`src/rtl/term_pkg.sv`:
```
// Shared constants and types for the text-terminal write engine.
package term_pkg;

    localparam logic [7:0] BS       = 8'h08;
    localparam logic [7:0] TAB      = 8'h09;
    localparam logic [7:0] LF       = 8'h0A;
    localparam logic [7:0] FF       = 8'h0C;
    localparam logic [7:0] CR       = 8'h0D;
    localparam logic [7:0] CLR_CHAR = 8'h00;

    typedef enum logic [1:0] {
        IDLE,
        CLEAR,
        CLS
    } term_state_e;

    function automatic logic is_printable(input logic [7:0] c);
        return (c >= 8'h20) && (c <= 8'h7E);
    endfunction

endpackage

```
`src/rtl/text_term_ctrl_if.sv`:
```
// Byte input handshake plus character-buffer write port of the terminal engine.
interface text_term_ctrl_if #(
    parameter int unsigned COL_W = 7,
    parameter int unsigned ROW_W = 5
);
    logic                   ch_valid;
    logic [7:0]             ch_data;
    logic                   ch_ready;
    logic                   wr_en;
    logic [COL_W+ROW_W-1:0] wr_addr;
    logic [7:0]             wr_data;

    // master: byte source that also observes the buffer writes
    modport master (
        output ch_valid,
        output ch_data,
        input  ch_ready,
        input  wr_en,
        input  wr_addr,
        input  wr_data
    );

    modport slave (
        input  ch_valid,
        input  ch_data,
        output ch_ready,
        output wr_en,
        output wr_addr,
        output wr_data
    );
endinterface

```
`src/rtl/term_clear_seq.sv`:
```
// Column/row counter producing the clear-burst addresses: one row, or every ring row.
module term_clear_seq #(
    parameter int unsigned COLS  = 70,
    parameter int unsigned COL_W = 7,
    parameter int unsigned ROW_W = 5
) (
    input  logic             clk,
    input  logic             reset,
    input  logic             start,
    input  logic             full,
    input  logic [ROW_W-1:0] start_row,
    output logic             active,
    output logic [COL_W-1:0] col,
    output logic [ROW_W-1:0] row,
    output logic             done
);
    localparam logic [COL_W-1:0] LAST_COL = COL_W'(COLS - 1);

    logic             active_q;
    logic             full_q;
    logic [COL_W-1:0] col_q;
    logic [ROW_W-1:0] row_q;

    assign active = active_q;
    assign col    = col_q;
    assign row    = row_q;
    assign done   = active_q && (col_q == LAST_COL) && (!full_q || (&row_q));

    // Reset lands in a full-ring sweep, matching the engine entering CLS.
    always_ff @(posedge clk) begin
        if (reset) begin
            active_q <= 1'b1;
            full_q   <= 1'b1;
            col_q    <= '0;
            row_q    <= '0;
        end else if (start) begin
            active_q <= 1'b1;
            full_q   <= full;
            col_q    <= '0;
            row_q    <= full ? '0 : start_row;
        end else if (active_q) begin
            if (col_q == LAST_COL) begin
                col_q <= '0;
                if (done) begin
                    active_q <= 1'b0;
                end else begin
                    row_q <= row_q + 1'b1;
                end
            end else begin
                col_q <= col_q + 1'b1;
            end
        end
    end

endmodule

```
`src/rtl/text_term_ctrl.sv`:
```
// Text-terminal write engine: cursor, wrap, line-end table, backspace, tab,
// clear-screen and ring-buffer scrolling into a dual-port character buffer.
module text_term_ctrl
    import term_pkg::*;
#(
    parameter int unsigned COLS  = 70,
    parameter int unsigned ROWS  = 30,
    parameter int unsigned COL_W = 7,
    parameter int unsigned ROW_W = 5,
    parameter int unsigned TAB   = 8
) (
    input  logic             clk,
    input  logic             reset,
    text_term_ctrl_if.slave  bus,
    output logic [COL_W-1:0] cur_col,
    output logic [ROW_W-1:0] cur_row,
    output logic [ROW_W-1:0] row_offset,
    output logic             busy
);
    localparam int unsigned      DEPTH     = 2 ** ROW_W;
    localparam logic [COL_W-1:0] LAST_COL  = COL_W'(COLS - 1);
    localparam logic [ROW_W-1:0] LAST_ROW  = ROW_W'(ROWS - 1);
    localparam logic [COL_W:0]   FULL_LINE = (COL_W + 1)'(COLS);
    localparam logic [COL_W:0]   TAB_MASK  = ~((COL_W + 1)'(TAB - 1));
    localparam logic [COL_W:0]   TAB_STEP  = (COL_W + 1)'(TAB);

    term_state_e            state_q;
    logic                   ready_q;
    logic                   tail_q;
    logic                   wr_en_q;
    logic [COL_W+ROW_W-1:0] wr_addr_q;
    logic [7:0]             wr_data_q;
    logic [COL_W:0]         line_end [DEPTH];

    logic             accept;
    logic [ROW_W-1:0] phys_cur;
    logic [ROW_W-1:0] phys_prev;
    logic [COL_W:0]   prev_end;
    logic [COL_W:0]   tab_sum;
    logic [COL_W-1:0] col_d;
    logic [ROW_W-1:0] row_d;
    logic [ROW_W-1:0] off_d;
    logic             wr_d;
    logic [COL_W-1:0] wcol_d;
    logic [ROW_W-1:0] wrow_d;
    logic [7:0]       wdata_d;
    logic             le_we;
    logic [COL_W:0]   le_val;
    logic             adv;
    logic             go_clear;
    logic             go_cls;

    logic             seq_start;
    logic [ROW_W-1:0] seq_row_in;
    logic             seq_active;
    logic [COL_W-1:0] seq_col;
    logic [ROW_W-1:0] seq_row;
    logic             seq_done;

    assign bus.ch_ready = ready_q;
    assign bus.wr_en    = wr_en_q;
    assign bus.wr_addr  = wr_addr_q;
    assign bus.wr_data  = wr_data_q;

    always_comb begin
        accept    = (state_q == IDLE) && ready_q && bus.ch_valid;
        phys_cur  = cur_row + row_offset;
        phys_prev = phys_cur - 1'b1;
        prev_end  = line_end[phys_prev];
        tab_sum   = ({1'b0, cur_col} & TAB_MASK) + TAB_STEP;
        col_d     = cur_col;
        row_d     = cur_row;
        off_d     = row_offset;
        wr_d      = 1'b0;
        wcol_d    = cur_col;
        wrow_d    = phys_cur;
        wdata_d   = CLR_CHAR;
        le_we     = 1'b0;
        le_val    = {1'b0, cur_col};
        adv       = 1'b0;
        go_clear  = 1'b0;
        go_cls    = 1'b0;
        if (accept) begin
            if (is_printable(bus.ch_data)) begin
                wr_d    = 1'b1;
                wdata_d = bus.ch_data;
                if (cur_col == LAST_COL) begin
                    le_we  = 1'b1;
                    le_val = FULL_LINE;
                    col_d  = '0;
                    adv    = 1'b1;
                end else begin
                    col_d = cur_col + 1'b1;
                end
            end else begin
                case (bus.ch_data)
                    CR, LF: begin
                        le_we = 1'b1;
                        col_d = '0;
                        adv   = 1'b1;
                    end
                    BS: begin
                        if (cur_col != '0) begin
                            col_d  = cur_col - 1'b1;
                            wr_d   = 1'b1;
                            wcol_d = cur_col - 1'b1;
                        end else if (cur_row != '0) begin
                            row_d = cur_row - 1'b1;
                            // A wrapped line lands the cursor on its last cell and erases it
                            if (prev_end == FULL_LINE) begin
                                col_d  = LAST_COL;
                                wr_d   = 1'b1;
                                wcol_d = LAST_COL;
                                wrow_d = phys_prev;
                            end else begin
                                col_d = prev_end[COL_W-1:0];
                            end
                        end
                    end
                    term_pkg::TAB: begin
                        col_d = (tab_sum > {1'b0, LAST_COL}) ? LAST_COL : tab_sum[COL_W-1:0];
                    end
                    FF:      go_cls = 1'b1;
                    default: ;
                endcase
            end
            if (adv) begin
                if (cur_row != LAST_ROW) begin
                    row_d = cur_row + 1'b1;
                end else begin
                    off_d    = row_offset + 1'b1;
                    go_clear = 1'b1;
                end
            end
        end
    end

    assign seq_start  = go_clear || go_cls;
    // New bottom row under the post-scroll offset
    assign seq_row_in = off_d + LAST_ROW;

    term_clear_seq #(
        .COLS (COLS),
        .COL_W(COL_W),
        .ROW_W(ROW_W)
    ) u_clear_seq (
        .clk      (clk),
        .reset    (reset),
        .start    (seq_start),
        .full     (go_cls),
        .start_row(seq_row_in),
        .active   (seq_active),
        .col      (seq_col),
        .row      (seq_row),
        .done     (seq_done)
    );

    always_ff @(posedge clk) begin
        if (reset) begin
            state_q    <= CLS;
            ready_q    <= 1'b0;
            busy       <= 1'b1;
            tail_q     <= 1'b0;
            wr_en_q    <= 1'b0;
            wr_addr_q  <= '0;
            wr_data_q  <= CLR_CHAR;
            cur_col    <= '0;
            cur_row    <= '0;
            row_offset <= '0;
            for (int i = 0; i < DEPTH; i++) begin
                line_end[i] <= '0;
            end
        end else begin
            case (state_q)
                IDLE: begin
                    wr_en_q   <= wr_d;
                    wr_addr_q <= {wcol_d, wrow_d};
                    wr_data_q <= wdata_d;
                    tail_q    <= 1'b0;
                    if (go_cls) begin
                        state_q    <= CLS;
                        ready_q    <= 1'b0;
                        busy       <= 1'b1;
                        cur_col    <= '0;
                        cur_row    <= '0;
                        row_offset <= '0;
                        for (int i = 0; i < DEPTH; i++) begin
                            line_end[i] <= '0;
                        end
                    end else if (accept) begin
                        cur_col    <= col_d;
                        cur_row    <= row_d;
                        row_offset <= off_d;
                        if (le_we) begin
                            line_end[phys_cur] <= le_val;
                        end
                        if (go_clear) begin
                            state_q <= CLEAR;
                            ready_q <= 1'b0;
                            busy    <= 1'b1;
                        end
                    end
                end
                CLEAR, CLS: begin
                    wr_en_q   <= seq_active;
                    wr_addr_q <= {seq_col, seq_row};
                    wr_data_q <= CLR_CHAR;
                    // Stay busy through the cycle that shows the final write
                    tail_q    <= seq_done;
                    if (tail_q) begin
                        state_q <= IDLE;
                        ready_q <= 1'b1;
                        busy    <= 1'b0;
                    end
                end
                default: state_q <= CLS;
            endcase
        end
    end

endmodule

```
`src/flat_wrapper.sv`:
```
// flat-port wrapper written by rule: the top's interface ports become plain ports
module text_term_ctrl_flat import term_pkg::*;
#(
    parameter int unsigned COLS  = 70,
    parameter int unsigned ROWS  = 30,
    parameter int unsigned COL_W = 7,
    parameter int unsigned ROW_W = 5,
    parameter int unsigned TAB   = 8
)
  (clk, reset, cur_col, cur_row, row_offset, busy, bus_ch_valid, bus_ch_data, bus_ch_ready, bus_wr_en, bus_wr_addr, bus_wr_data);
  text_term_ctrl_if #(.COL_W(COL_W), .ROW_W(ROW_W)) bus_i ();
  input  logic clk;
  input  logic reset;
  output logic [COL_W-1:0] cur_col;
  output logic [ROW_W-1:0] cur_row;
  output logic [ROW_W-1:0] row_offset;
  output logic busy;
  input wire logic [$bits(bus_i.ch_valid)-1:0] bus_ch_valid;
  input wire logic [$bits(bus_i.ch_data)-1:0] bus_ch_data;
  output wire logic [$bits(bus_i.ch_ready)-1:0] bus_ch_ready;
  output wire logic [$bits(bus_i.wr_en)-1:0] bus_wr_en;
  output wire logic [$bits(bus_i.wr_addr)-1:0] bus_wr_addr;
  output wire logic [$bits(bus_i.wr_data)-1:0] bus_wr_data;
  assign bus_i.ch_valid = bus_ch_valid;
  assign bus_i.ch_data = bus_ch_data;
  assign bus_ch_ready = bus_i.ch_ready;
  assign bus_wr_en = bus_i.wr_en;
  assign bus_wr_addr = bus_i.wr_addr;
  assign bus_wr_data = bus_i.wr_data;
  text_term_ctrl #(.COLS(COLS), .ROWS(ROWS), .COL_W(COL_W), .ROW_W(ROW_W), .TAB(TAB)) u_core (.clk(clk), .reset(reset), .bus(bus_i), .cur_col(cur_col), .cur_row(cur_row), .row_offset(row_offset), .busy(busy));
endmodule
```
`config.mk`:
```
export PLATFORM = sky130hd
export DESIGN_NAME = text_term_ctrl_flat
export DESIGN_NICKNAME = d
export VERILOG_FILES = /design/src/rtl/term_pkg.sv /design/src/rtl/text_term_ctrl_if.sv /design/src/rtl/term_clear_seq.sv /design/src/rtl/text_term_ctrl.sv /design/src/flat_wrapper.sv
export SDC_FILE = /design/constraint.sdc
export NUM_CORES = 1
export LEC_CHECK = 0
export CAP_MARGIN = 40
export CORE_MARGIN = 2
export CORE_UTILIZATION = 40
export CTS_CLUSTER_SIZE = 24
export DETAILED_ROUTE_END_ITERATION = 7
export PLACE_DENSITY_LB_ADDON = 0.15
export SLEW_MARGIN = 20
export SYNTH_ARGS = -nofsm -noshare
export SYNTH_HDL_FRONTEND = slang
export SYNTH_HIERARCHICAL = 1
export SYNTH_SLANG_ARGS = --single-unit
```
`constraint.sdc`:
```
create_clock -name clk -period 4.6 [get_ports clk]
set_clock_uncertainty 0.05 [all_clocks]
set_input_delay 0.46 -clock clk [delete_from_list [all_inputs] [get_ports clk]]
set_output_delay 0.46 -clock clk [all_outputs]
set_load 0.02 [all_outputs]
```
# Yosys cells after proc, flatten, opt, wreduce, memory -nomap -nowiden
# Memory sizes are Yosys's and may differ from the RTL's.
# Index checks and enable logic that the tools add are counted.
# Widths: inputs -> output; s select.
[totals]
wordCells = 234
register_bits = 57
memories = 1
ramBits = 256
[op_classes]
addsub = 11
n_reduce_logical = 26
n_eq_ne = 16
n_mux = 131
bitwise = 32
order_cmp = 3
[mem_list]
columns = ["memory", "words", "word_bits", "rd", "rd_ports_with_merged_regs", "wr", "line_no", "source"]
rows = [
  ["u_core.line_end", 32, 8, 1, 0, 32, "text_term_ctrl.sv:33", "logic [COL_W:0] line_end [DEPTH];"],
]
[ops]
columns = ["op", "count"]
rows = [
  ["$mux 8", 37],
  ["$mux 5", 25],
  ["$mux 7", 16],
  ["$mux 1", 41],
  ["$eq 8x4->1 const B", 5],
  ["$or 1x1->1", 32],
  ["$pmux 12 s2", 1],
  ["$pmux 7 s3", 1],
  ["$pmux 8 s2", 1],
  ["$add 5x1->5 const B", 3],
  ["$add 7x1->7 const B", 2],
  ["$eq 7x7->1 const B", 2],
  ["$reduce_bool 5->1", 2],
  ["$sub 5x1->5 const B", 2],
  ["$add 7x4->8 const B", 1],
  ["$eq 8x7->1 const B", 1],
  ["$ge 8x6->1 const B", 1],
  ["$gt 8x7->1 const B", 1],
  ["$le 8x7->1 const B", 1],
  ["$mux 2", 4],
  ["$pmux 1 s2", 4],
  ["$reduce_and 4->1", 2],
  ["$reduce_bool 2->1", 4],
  ["$reduce_or 8->1", 1],
  ["other kinds (19)", 29],
]

# Depth between registers and ports, before layout
# Gate-level depths: netlist of the first run.
[depth]
word_depth = 13
ltp_mapped = 16

# Modules after synthesis
# Netlist of the first run, hierarchy kept.
[by_module_without_submodules]
columns = ["module", "cells_each", "seq_area_each_um2", "n_inst", "area_per_inst_um2"]
rows = [
  ["text_term_ctrl", 1153, 7587.3, 1, 13360.3],
  ["term_clear_seq", 79, 280.3, 1, 742.0],
]

# Worst setup path before layout of the first run
# No wires, ideal clock.
[synth_timing]
kind = "reg2reg"
start = "reg u_core.row_offset[0]"
end = "reg u_core.wr_addr_q[1], in the netlist u_core/bus.wr_addr[1]"
arrival_ps = 3951
t_required_ps = 4464
setup_slack_ps = 513
path_stages_with_launch = 15
synth_period_minus_slack_ps = 4087
setup_time_ps = 86
path_cell_list = "dfxtp_1 -> ha_1 -> inv_1 -> fa_1 -> buf_2 -> buf_2 -> buf_2 -> mux4_2 -> nand2_1 -> nand3_1 -> nand4_1 -> nand4_4 -> nor4_1 -> mux2_1 -> a211oi_1"
[synth_via]
elab_chain_cells = 11
[synth_rtl]
columns = ["element", "line_no", "source"]
rows = [
  ["from (decl)", "text_term_ctrl.sv:17", "output logic [ROW_W-1:0] row_offset,"],
  ["from (signal assigned)", "text_term_ctrl.sv:169", "row_offset <= '0;"],
  ["from (signal assigned)", "text_term_ctrl.sv:186", "row_offset <= '0;"],
  ["from (signal assigned)", "text_term_ctrl.sv:193", "row_offset <= off_d;"],
  ["$add 5x5->5 (*)", "text_term_ctrl.sv:67", "phys_cur = cur_row + row_offset;"],
  ["$sub 5x1->5", "text_term_ctrl.sv:68", "phys_prev = phys_cur - 1'b1;"],
  ["$mem_v2 32x8", "--", ""],
  ["$eq 8x7->1", "text_term_ctrl.sv:110", "if (prev_end == FULL_LINE) begin"],
  ["$mux 5", "text_term_ctrl.sv:110", ""],
  ["$mux 5", "text_term_ctrl.sv:107", "end else if (cur_row != '0) begin"],
  ["$mux 5", "text_term_ctrl.sv:103", "if (cur_col != '0) begin"],
  ["$mux 5", "text_term_ctrl.sv:96", "case (bus.ch_data)"],
  ["$mux 5", "text_term_ctrl.sv:84", "if (is_printable(bus.ch_data)) begin"],
  ["$mux 5 (*)", "text_term_ctrl.sv:83", "if (accept) begin"],
  ["$pmux 12 s2 (*)", "text_term_ctrl.sv:174", "case (state_q)"],
  ["to (signal assigned)", "text_term_ctrl.sv:177", "wr_addr_q <= {wcol_d, wrow_d};"],
  ["to (signal assigned)", "text_term_ctrl.sv:206", "wr_addr_q <= {seq_col, seq_row};"],
  ["to (decl)", "text_term_ctrl.sv:31", "logic [COL_W+ROW_W-1:0] wr_addr_q;"],
]
# Every way passes the cells marked *; elsewhere a longest branch is shown, timed or not.
# A chain may end at the register's enable or synchronous reset.

# Worst setup path after layout of the first run
[layout_timing]
start = "reg u_core.cur_row[1]"
end = "reg u_core.wr_addr_q[2], in the netlist u_core/bus.wr_addr[2]"
[layout_via]
elab_chain_cells = 11
elab_cells_between_ends = 12
classes_between = "2 x add/sub; 1 x eq/ne; 7 x mux; 1 x reduce/logical; 1 x memory"
[layout_rtl]
columns = ["element", "line_no", "source"]
rows = [
  ["from (decl)", "text_term_ctrl.sv:16", "output logic [ROW_W-1:0] cur_row,"],
  ["from (signal assigned)", "text_term_ctrl.sv:192", "cur_row <= row_d;"],
  ["$add 5x5->5", "text_term_ctrl.sv:67", ""],
  ["$sub 5x1->5", "text_term_ctrl.sv:68", ""],
  ["$mem_v2 32x8", "--", ""],
  ["$eq 8x7->1", "text_term_ctrl.sv:110", ""],
  ["$mux 5", "text_term_ctrl.sv:110", ""],
  ["$mux 5", "text_term_ctrl.sv:107", ""],
  ["$mux 5", "text_term_ctrl.sv:103", ""],
  ["$mux 5", "text_term_ctrl.sv:96", ""],
  ["$mux 5", "text_term_ctrl.sv:84", ""],
  ["$mux 5 (*)", "text_term_ctrl.sv:83", ""],
  ["$pmux 12 s2 (*)", "text_term_ctrl.sv:174", ""],
]
# Marks and branches as above.

==> results.md, run 1 <==
- Mux cell area share after synthesis: 10.0%
- Yosys top cell area share: 47.7%
- Synth Area in Compound Gates: 6.73%
- Placer congestion estimate: 0.875
- CTS tree: yes
- Nets: 1311
- Total track usage: 21.3%
- First-pass GRT wire length: 59900 microns
- Detailed-route wire length per cell: 21.8 microns
- Resized Gates After CTS: 0
- Area leader, netlist: edfxtp_1
- Die width: 192 microns
- Finished Cell Area: 16400 sq um
- Slew Limit Fails: 0
- Reg clk slew, reported paths: 0.06 ns
- Vias in the first global route: 9994
- DIE HEIGHT: 192 microns
- Unrepaired setup endpoints after global routing: no
- Starting DRT DRC Count: 761
- Synth warn: 6
- Slew @ Worst Pin: 0.776 ns
- Post-CTS setup buffer count: 0
- Total power draw: 6.21 mW
- Mapped Area: 14100 sq um
- Ys flop type: edfxtp_1
- DP Wirelength: 25200 microns
- Final hold viol count: 0
- DRT Pass-1 Iters: 7
- # DRC: 0
- Std-Cell Rows: 68
- # setup viols final: 0
- Fillers: 3152
- Fin crit period: 4.29 ns
- Max Cap Viol: 0
- Syn_nets: 1264
- Cell leakage power: 5.92 nW
- I/O pin count: 51
- Worst-Skew Late Latency: 0.58 ns
- Sequential element share of the synthesized area: 55.8%
- Synth cell types: 83
- Root Driver: clkbuf_16
- # port buffers: 50
- Buffer levels on the longest clock path: 3
- Setup TNS: 0 ns
- Adder-cell share of the synthesized area: 1.92%
- Clock Sinks: 281
- Maximum number of pins on one net before global-route repair: 44
- Num CTS Buffers: 31
- Slew headroom: 47.9%
- Xor and xnor area share after synthesis: 2.17%
- Yosys reg bits: 281
- Vias/cell: 5.68
- Die area: 36800 sq um
- ANT nets after route: 0
- CTS Hold Buffers Added: 0
- Outcome: finished clean
- Setup CP Type: reg2reg
- Final Util: 47.4%
- Crit end category: flop
- Arrival @ worst endpoint: 4.75 ns
- Fmax: 0.233 GHz
- Simple-gate area share of the yosys netlist: 20.2%
- Gr ovfl total: 0
- Pwr dens: 379 nW/um^2
- Tcrit/Tclk final: 93.3%
- Syn avg cell area: 11.4 sq um
- Worst EP required: 5.06 ns
- Layout cells sized above 1: 15.1%
- Post-synth EDFFs: 224
- Initial antenna violation count: 0
- Largest family of logic cells by synthesized area: simple AND/OR/NAND/NOR gates
- Top post-synthesis cells by area: edfxtp_1 (48%), dfxtp_1 (8.1%), mux4_2 (8.0%)
- ANT cells: 0
- Via count: 9976
- Placed cell area: 15300 sq um
- Peak supply drop: 0.000311 V
- Post-Route WL: 38300 microns
- H-Tree Depth: 1
- Post-Synthesis Cells: 1232
- Tightest Hold Check Type: reg2reg
- Area growth syn-to-layout: 16.4%
- Async set-reset flop share out of synthesis: 0%
- Initial core utilization: 40.7%
- CP max FO: 28
- Core Area: 34600 sq um
- Worst Setup Start Kind: flop
==> per-stage QoR <==
| step | worst slack [ns] | std cells | hold WS [ns] |
|---|---|---|---|
| after floorplan | 0.513 | 1232 | 0.434 |
| after global placement | 0.231 | 1699 | 0.385 |
| after detailed placement | 0.196 | 1701 | 0.382 |
| after CTS | 0.164 | 1757 | 0.390 |
| after global routing | 0.0160 | 1757 | 0.418 |
| final | 0.308 | 1757 | 0.386 |
==> metal layers <==
| metal | global-route usage, % | share of wire, % |
|---|---|---|
| met5 | 0 | 0 |
| met4 | 6.45 | 2.8 |
| met3 | 3.76 | 6.1 |
| met2 | 34.6 | 47 |
| met1 | 29.2 | 44 |
==> layout make-up <==
type,instances,area [sq um],share of cell area (%)
flip-flops and latches,281,7870,47.9
clock buffers,33,783,4.77
repair buffers,101,968,5.90
well taps,455,569,3.47
inverters,19,71.3,0.435
multi-input cells,845,5840,35.6
clock inverters,23,312,1.90
==> registers in the layout (all words and copies together) (netlist names) <==
register and flops:
u_core/cur_row 5, u_core/line_end 224, u_core/bus.wr_addr 12, u_core/u_clear_seq/row 5, u_core/cur_col 7, u_core/row_offset 5, u_core/state_q 2, u_core/busy 1
u_core/bus.ch_ready 1, u_core/tail_q 1, u_core/bus.wr_data 8, u_core/bus.wr_en 1, u_core/u_clear_seq/active 1, u_core/u_clear_seq/full_q 1, u_core/u_clear_seq/col 7
==> synth_stat cells (9+ instances only) <==
cell type	instances
a211oi_1	9
a21oi_1	42
and3_1	100
buf_2	13
clkbuf_1	67
dfxtp_1	57
edfxtp_1	224
ha_1	20
inv_1	14
mux4_2	50
nand2_1	161
nand2b_1	10
nand3_1	39
nand4_1	11
nor2_1	188
nor3_1	21
o21ai_0	29
xnor2_1	15
xor2_1	10
==> critical path: stages, from the launching register on <==
cell      delay [ns]
dfxtp_1         0.44
inv_1           0.15
fa_4            0.87
buf_12          0.26
buf_4           0.25
mux4_1          0.60
mux2i_1         0.16
a32o_1          0.19
a221oi_2        0.07
or3_4           0.39
nor4_4          0.43
o32ai_2         0.20
o21ai_1         0.14
==> power by group <==
| part | internal (mW) | switching (mW) |
|---|---|---|
| Clock | 1.63 | 1.05 |
| Sequential | 2.85 | 0.0510 |
| Combinational | 0.259 | 0.372 |
==> logic make-up (layout without fill, tap and decap cells) <==
logic type | Yosys count | after routing
flip-flops | 281 | 281
multiplexers | 68 | 68
buffers and inverters | 106 | 176
XOR/XNOR | 29 | 29
AO/OA/AOI/OAI | 143 | 143
adder cells (fa/ha/maj) | 21 | 21
AND/OR/NAND/NOR | 584 | 584
==> final timing paths <==
path                         start               endpoint  slack (ns)  depth (start not counted)
max              u_core/cur_row[1]  u_core/bus.wr_addr[2]        0.31                         12
min          u_core/bus.wr_addr[5]  u_core/bus.wr_addr[5]        0.39                          2
min reg2reg  u_core/bus.wr_addr[5]  u_core/bus.wr_addr[5]        0.39                          2
max reg2reg      u_core/cur_row[1]  u_core/bus.wr_addr[2]        0.31                         12
==> cell usage in the layout (no fill, tap or decap), types with 4 or more instances in the layout <==
master             n
edfxtp_1         224
nor2_1           184
nand2_1          161
and3_1           100
dfxtp_1           57
clkdlybuf4s50_1   50
mux4_2            50
buf_4             43
a21oi_1           42
nand3_1           39
clkbuf_16         31
o21ai_0           29
nor3_1            20
ha_1              19
xnor2_1           15
inv_1             14
nand4_1           11
nand2b_1          10
xor2_1            10
a211oi_1           9
clkinv_1           8
mux2i_1            8
clkinv_2           7
bufinv_16          7
a22o_1             7
buf_12             7
and2_1             6
nor4_1             6
nor2b_1            6
a22oi_1            6
mux4_1             6
o22ai_1            5
or2_2              5
o211ai_1           5
nor2_2             4
or3_1              4
a211o_1            4
No activity file was read; power rests on OpenSTA's default activity.
==> inputs of run 2 (changes only) <==
--- a/config.mk
+++ b/config.mk
@@ -8,6 +8,7 @@
 export CAP_MARGIN = 40
 export CORE_MARGIN = 2
 export CORE_UTILIZATION = 40
+export CTS_CLUSTER_DIAMETER = 30
 export CTS_CLUSTER_SIZE = 24
 export DETAILED_ROUTE_END_ITERATION = 7
 export PLACE_DENSITY_LB_ADDON = 0.15
==> constraint.sdc (replaced) <==
create_clock -name clk -period 4.6 [get_ports clk]
set_clock_uncertainty 0.05 [all_clocks]
set_input_delay 0.69 -clock clk [delete_from_list [all_inputs] [get_ports clk]]
set_output_delay 0.69 -clock clk [all_outputs]
set_load 0.02 [all_outputs]
==> results.md, run 2 (synthesized netlist as in run 1, its figures left out) <==
- Uppermost routed layer: met4
- Fmax: 0.230 GHz
- Unrepaired setup endpoints after global routing: no
- Gr ovfl total: 0
- Most common cell after layout, fill and taps aside: edfxtp_1
- Hold_sp: u_core/bus.wr_addr[5]
- DIE HEIGHT: 192 microns
- Met3 routed WL: 2640 microns
- Pwr dens: 484 nW/um^2
- Vias in the first global route: 10300
- Post-Route WL: 38600 microns
- Crit-path cells: inv_1 -> fa_4 -> buf_12 -> buf_4 -> mux4_1 -> mux2i_1 -> a32o_1 -> a221oi_2 -> or3_4 -> or2_4 -> o32ai_1 -> o21ai_1
- Finished Cell Area: 17700 sq um
- DP Wirelength: 25200 microns
- CP max FO: 22
- Tcrit/Tclk final: 94.6%
- Via count: 10200
- Peak supply drop: 0.000306 V
- DRT Pass-1 Iters: 5
- Buffer levels on the longest clock path: 3
- Met2 wire len: 17900 microns
- Max Cap Viol: 0
- Worst Setup Start Kind: flop
- Placer congestion estimate: 0.830
- First-pass GRT wire length: 59900 microns
- CTS tree: yes
- Num CTS Buffers: 69
- ANT cells: 0
- # setup viols final: 0
- Crit end category: flop
- I/O pin count: 51
- Max reg flops: 224
- Area growth syn-to-layout: 25.8%
- Std-Cell Rows: 68
- Slew Limit Fails: 0
- Detailed-route wire length per cell: 21.2 microns
- Tightest Hold Check Type: reg2reg
- Arrival @ worst endpoint: 4.74 ns
- Reg2reg end: u_core/bus.wr_addr[2]
- Clock Sinks: 281
- Hold worst-path end: u_core/bus.wr_addr[5]
- Root Driver: clkbuf_16
- ANT nets after route: 0
- Cell leakage power: 6.56 nW
- Core Area: 34600 sq um
- Reg-to-reg setup timing slack: 0.25 ns
- Vias/cell: 5.59
- Fin crit period: 4.35 ns
- Worst-Skew Late Latency: 0.59 ns
- Die width: 192 microns
- Layout cells sized above 1: 18.7%
- CTS Hold Buffers Added: 0
- Outcome: finished clean
- Worst EP required: 4.99 ns
- Commonest non-fill, non-tap cells in the layout: edfxtp_1 (224), nor2_1 (184), nand2_1 (161)
- # DRC: 0
- Total track usage: 21.5%
- # port buffers: 50
- Starting DRT DRC Count: 799
- Nets: 1346
- Biggest register: u_core/line_end
- Slew @ Worst Pin: 0.759 ns
- Placed cell area: 15300 sq um
- Maximum number of pins on one net before global-route repair: 63
- Reg2Reg Depth: 12
- Initial antenna violation count: 0
- Setup TNS: 0 ns
- H-Tree Depth: 3
- Reg clk slew, reported paths: 0.04 ns
- Fin cells: 1821
- Final hold viol count: 0
- Slew headroom: 49.4%
- Die area: 36800 sq um
- CP peak stage delay: 0.87 ns
- Hold path depth: 2
- Post-Route M1 WL: 17200 microns
- Initial core utilization: 40.7%
- DP Cell Count: 1697
- R2r startpoint: u_core/cur_row[1]
- Setup CP Type: reg2reg
- Critical-path cell with the highest stage delay: fa_4
-- run 2: worst max-delay path by stage --
stage,from,to,cells past startpoint
floorplan,u_core/row_offset[0],u_core/bus.wr_addr[1],14
global placement,u_core/cur_row[1],u_core/bus.wr_addr[6],12
detailed placement,u_core/cur_row[1],u_core/bus.wr_addr[6],12
CTS,u_core/cur_row[1],u_core/bus.wr_addr[6],12
global route,u_core/cur_row[1],u_core/bus.wr_addr[1],12
finish,u_core/cur_row[1],u_core/bus.wr_addr[2],12
-- run 2: layout make-up --
class | count | area (sq um)
fill | 3046 | 16900
sequential | 281 | 7870
multi-input combinational | 845 | 5830
clock buffer | 81 | 1860
timing repair buffer | 98 | 958
clock inverter | 42 | 576
tap | 455 | 569
inverter | 19 | 71.3
-- run 2: through the flow --
step                setup WS, ns  utilization [%]  hold WS, ns  total power, mW
floorplan                  0.513                -        0.434             3.35
global placement           0.291             44.1        0.383             3.58
detailed placement         0.192             44.2        0.392             3.58
CTS                        0.176             51.2        0.401             8.65
global route              0.0658             51.2        0.421             8.85
finish                     0.248             51.2        0.396             8.58
-- run 2: what timing repair did --
action / 4_1_cts / 5_1_grt
buffers inserted: 0 / 0
setup endpoints to repair: 0 / 1
gates resized for setup: 0 / 1
-- run 2: routing by layer --
metal | global-route usage, % | up-vias
met5 | 0 | -
met1 | 29.5 | 5049
li1 | - | 4740
met3 | 4.71 | 67
met2 | 33.5 | 327
met4 | 8.14 | 0
-- run 2: worst max-delay path: cells and delay by family, from the launching register on --
kind	cells	cell delay (ns)
buf+inv	3	0.66
flops	1	0.43
compound gates	4	0.82
simple gates	2	0.64
mux	2	0.75
fa+ha+maj	1	0.87
-- run 2: where the power goes --
group | internal [mW] | switching (mW)
clock | 3.51 | 1.53
combinational | 0.259 | 0.375
sequential | 2.86 | 0.0525
total | 6.62 | 1.96
==> inputs of run 3 (changes only) <==
--- a/config.mk
+++ b/config.mk
@@ -8,6 +8,7 @@
 export CAP_MARGIN = 40
 export CORE_MARGIN = 2
 export CORE_UTILIZATION = 40
+export CTS_BUF_LIST = sky130_fd_sc_hd__clkbuf_4 sky130_fd_sc_hd__clkbuf_8
 export CTS_CLUSTER_DIAMETER = 30
 export CTS_CLUSTER_SIZE = 24
 export DETAILED_ROUTE_END_ITERATION = 7
==> results.md, run 3 (synthesized netlist as in run 1, its figures left out) <==
- ANT nets after route: 0
- Commonest non-fill, non-tap cells in the layout: edfxtp_1 (224), nor2_1 (184), nand2_1 (161)
- Placed cell area: 15300 sq um
- Reg clk slew, reported paths: 0.05 ns
- Maximum number of pins on one net before global-route repair: 63
- Std-Cell Rows: 68
- Placement Setup Slack: 0.192 ns
- Vias in the first global route: 10200
- Pwr dens: 414 nW/um^2
- # port buffers: 50
- # DRC: 0
- Initial core utilization: 40.7%
- Clock Sinks: 281
- Die width: 192 microns
- Clk pwr share: 49.6%
- Nets: 1346
- Most common cell after layout, fill and taps aside: edfxtp_1
- Gate power share: 9.0%
- Fillers: 3123
- Crit end category: flop
- Starting DRT DRC Count: 740
- Net Sw Frac: 24.0%
- Fin crit period: 4.36 ns
- Outcome: finished clean
- Core Area: 34600 sq um
- Slew Limit Fails: 0
- DRT Pass-1 Iters: 5
- Final Util: 48.9%
- First-pass GRT wire length: 59300 microns
- Resized Gates After CTS: 0
- H-Tree Depth: 3
- Via count: 10100
- DP Wirelength: 25200 microns
- Root Driver: clkbuf_8
- # setup viols final: 0
- Initial antenna violation count: 0
- Total track usage: 21.3%
- CP max FO: 22
- Setup CP Type: reg2reg
- DIE HEIGHT: 192 microns
- Unrepaired setup endpoints after global routing: no
- Die area: 36800 sq um
- CTS Hold Buffers Added: 0
- Worst Setup Start Kind: flop
- Reg-to-reg setup timing slack: 0.24 ns
- Cell leakage power: 6.19 nW
- Vias/cell: 5.56
- Gr ovfl total: 0
- DP Cell Count: 1697
- Max reg flops: 224
- Arrival @ worst endpoint: 4.77 ns
- Area growth syn-to-layout: 20.0%
- Sequential share of power: 41.4%
- Peak supply drop: 0.000253 V
- ANT cells: 0
- Pint: 5.33 mW
- Post-CTS setup buffer count: 0
- Net Sw Power: 1.69 mW
- Post-route setup slack: 0.244 ns
- Placer congestion estimate: 0.830
- Post-Route WL: 38300 microns
- Slew headroom: 50.6%
- Fin cells: 1821
- Worst-Skew Late Latency: 0.60 ns
- Final hold viol count: 0
- Biggest register: u_core/line_end
- Tcrit/Tclk final: 94.7%
- Tightest Hold Check Type: reg2reg
- CTS tree: yes
- WHS: 0.393 ns
- Buffer levels on the longest clock path: 3
- I/O pin count: 51
- Fmax: 0.230 GHz
- Detailed-route wire length per cell: 21.1 microns
- Num CTS Buffers: 69
- Slew @ Worst Pin: 0.741 ns
- Worst EP required: 5.01 ns
- Layout cells sized above 1: 19.0%
- Max Cap Viol: 0
- Finished Cell Area: 16900 sq um
- Total power draw: 7.02 mW
- Setup TNS: 0 ns
==> run 3: cell type report <==
cell class / instances / area [sq um] / area share (%)
sequential: 281 / 7870 / 46.5
multi-input combinational: 845 / 5830 / 34.5
clock buffer: 81 / 1090 / 6.44
timing repair buffer: 98 / 958 / 5.66
tap: 455 / 569 / 3.36
clock inverter: 42 / 536 / 3.16
inverter: 19 / 71.3 / 0.421
==> run 3: metal layers <==
layer	share of wire, %	up-vias	global-route usage, %
met4	2.6	0	8.20
met3	5.9	74	4.57
met2	47	314	33.6
met5	0	-	0
met1	45	5004	28.9
li1	-	4737	-
==> run 3: path summary, 6_finish.rpt <==
kind | from | to | cells after the start
min | u_core/bus.wr_addr[5] | u_core/bus.wr_addr[5] | 2
max reg2reg | u_core/cur_row[1] | u_core/bus.wr_addr[2] | 12
min reg2reg | u_core/bus.wr_addr[5] | u_core/bus.wr_addr[5] | 2
max | u_core/cur_row[1] | u_core/bus.wr_addr[2] | 12
==> run 3: power by group through the flow <==
stage	clock, mW	combinational (mW)	sequential, mW
after floorplan	0	0.389	2.96
after global placement	0	0.625	2.95
after detailed placement	0	0.629	2.96
after CTS	3.56	0.631	2.91
after global routing	3.69	0.679	2.92
final	3.48	0.632	2.91
==> run 3: worst max-delay path, cell delays in order, from the launching register on <==
cell and delay [ns]:
dfxtp_1 0.43, inv_1 0.15, fa_4 0.88, buf_12 0.22, buf_4 0.29, mux4_1 0.59
mux2i_1 0.16, a32o_1 0.21, a221oi_2 0.07, or3_4 0.38, or2_4 0.26, o32ai_1 0.45
o21ai_1 0.09
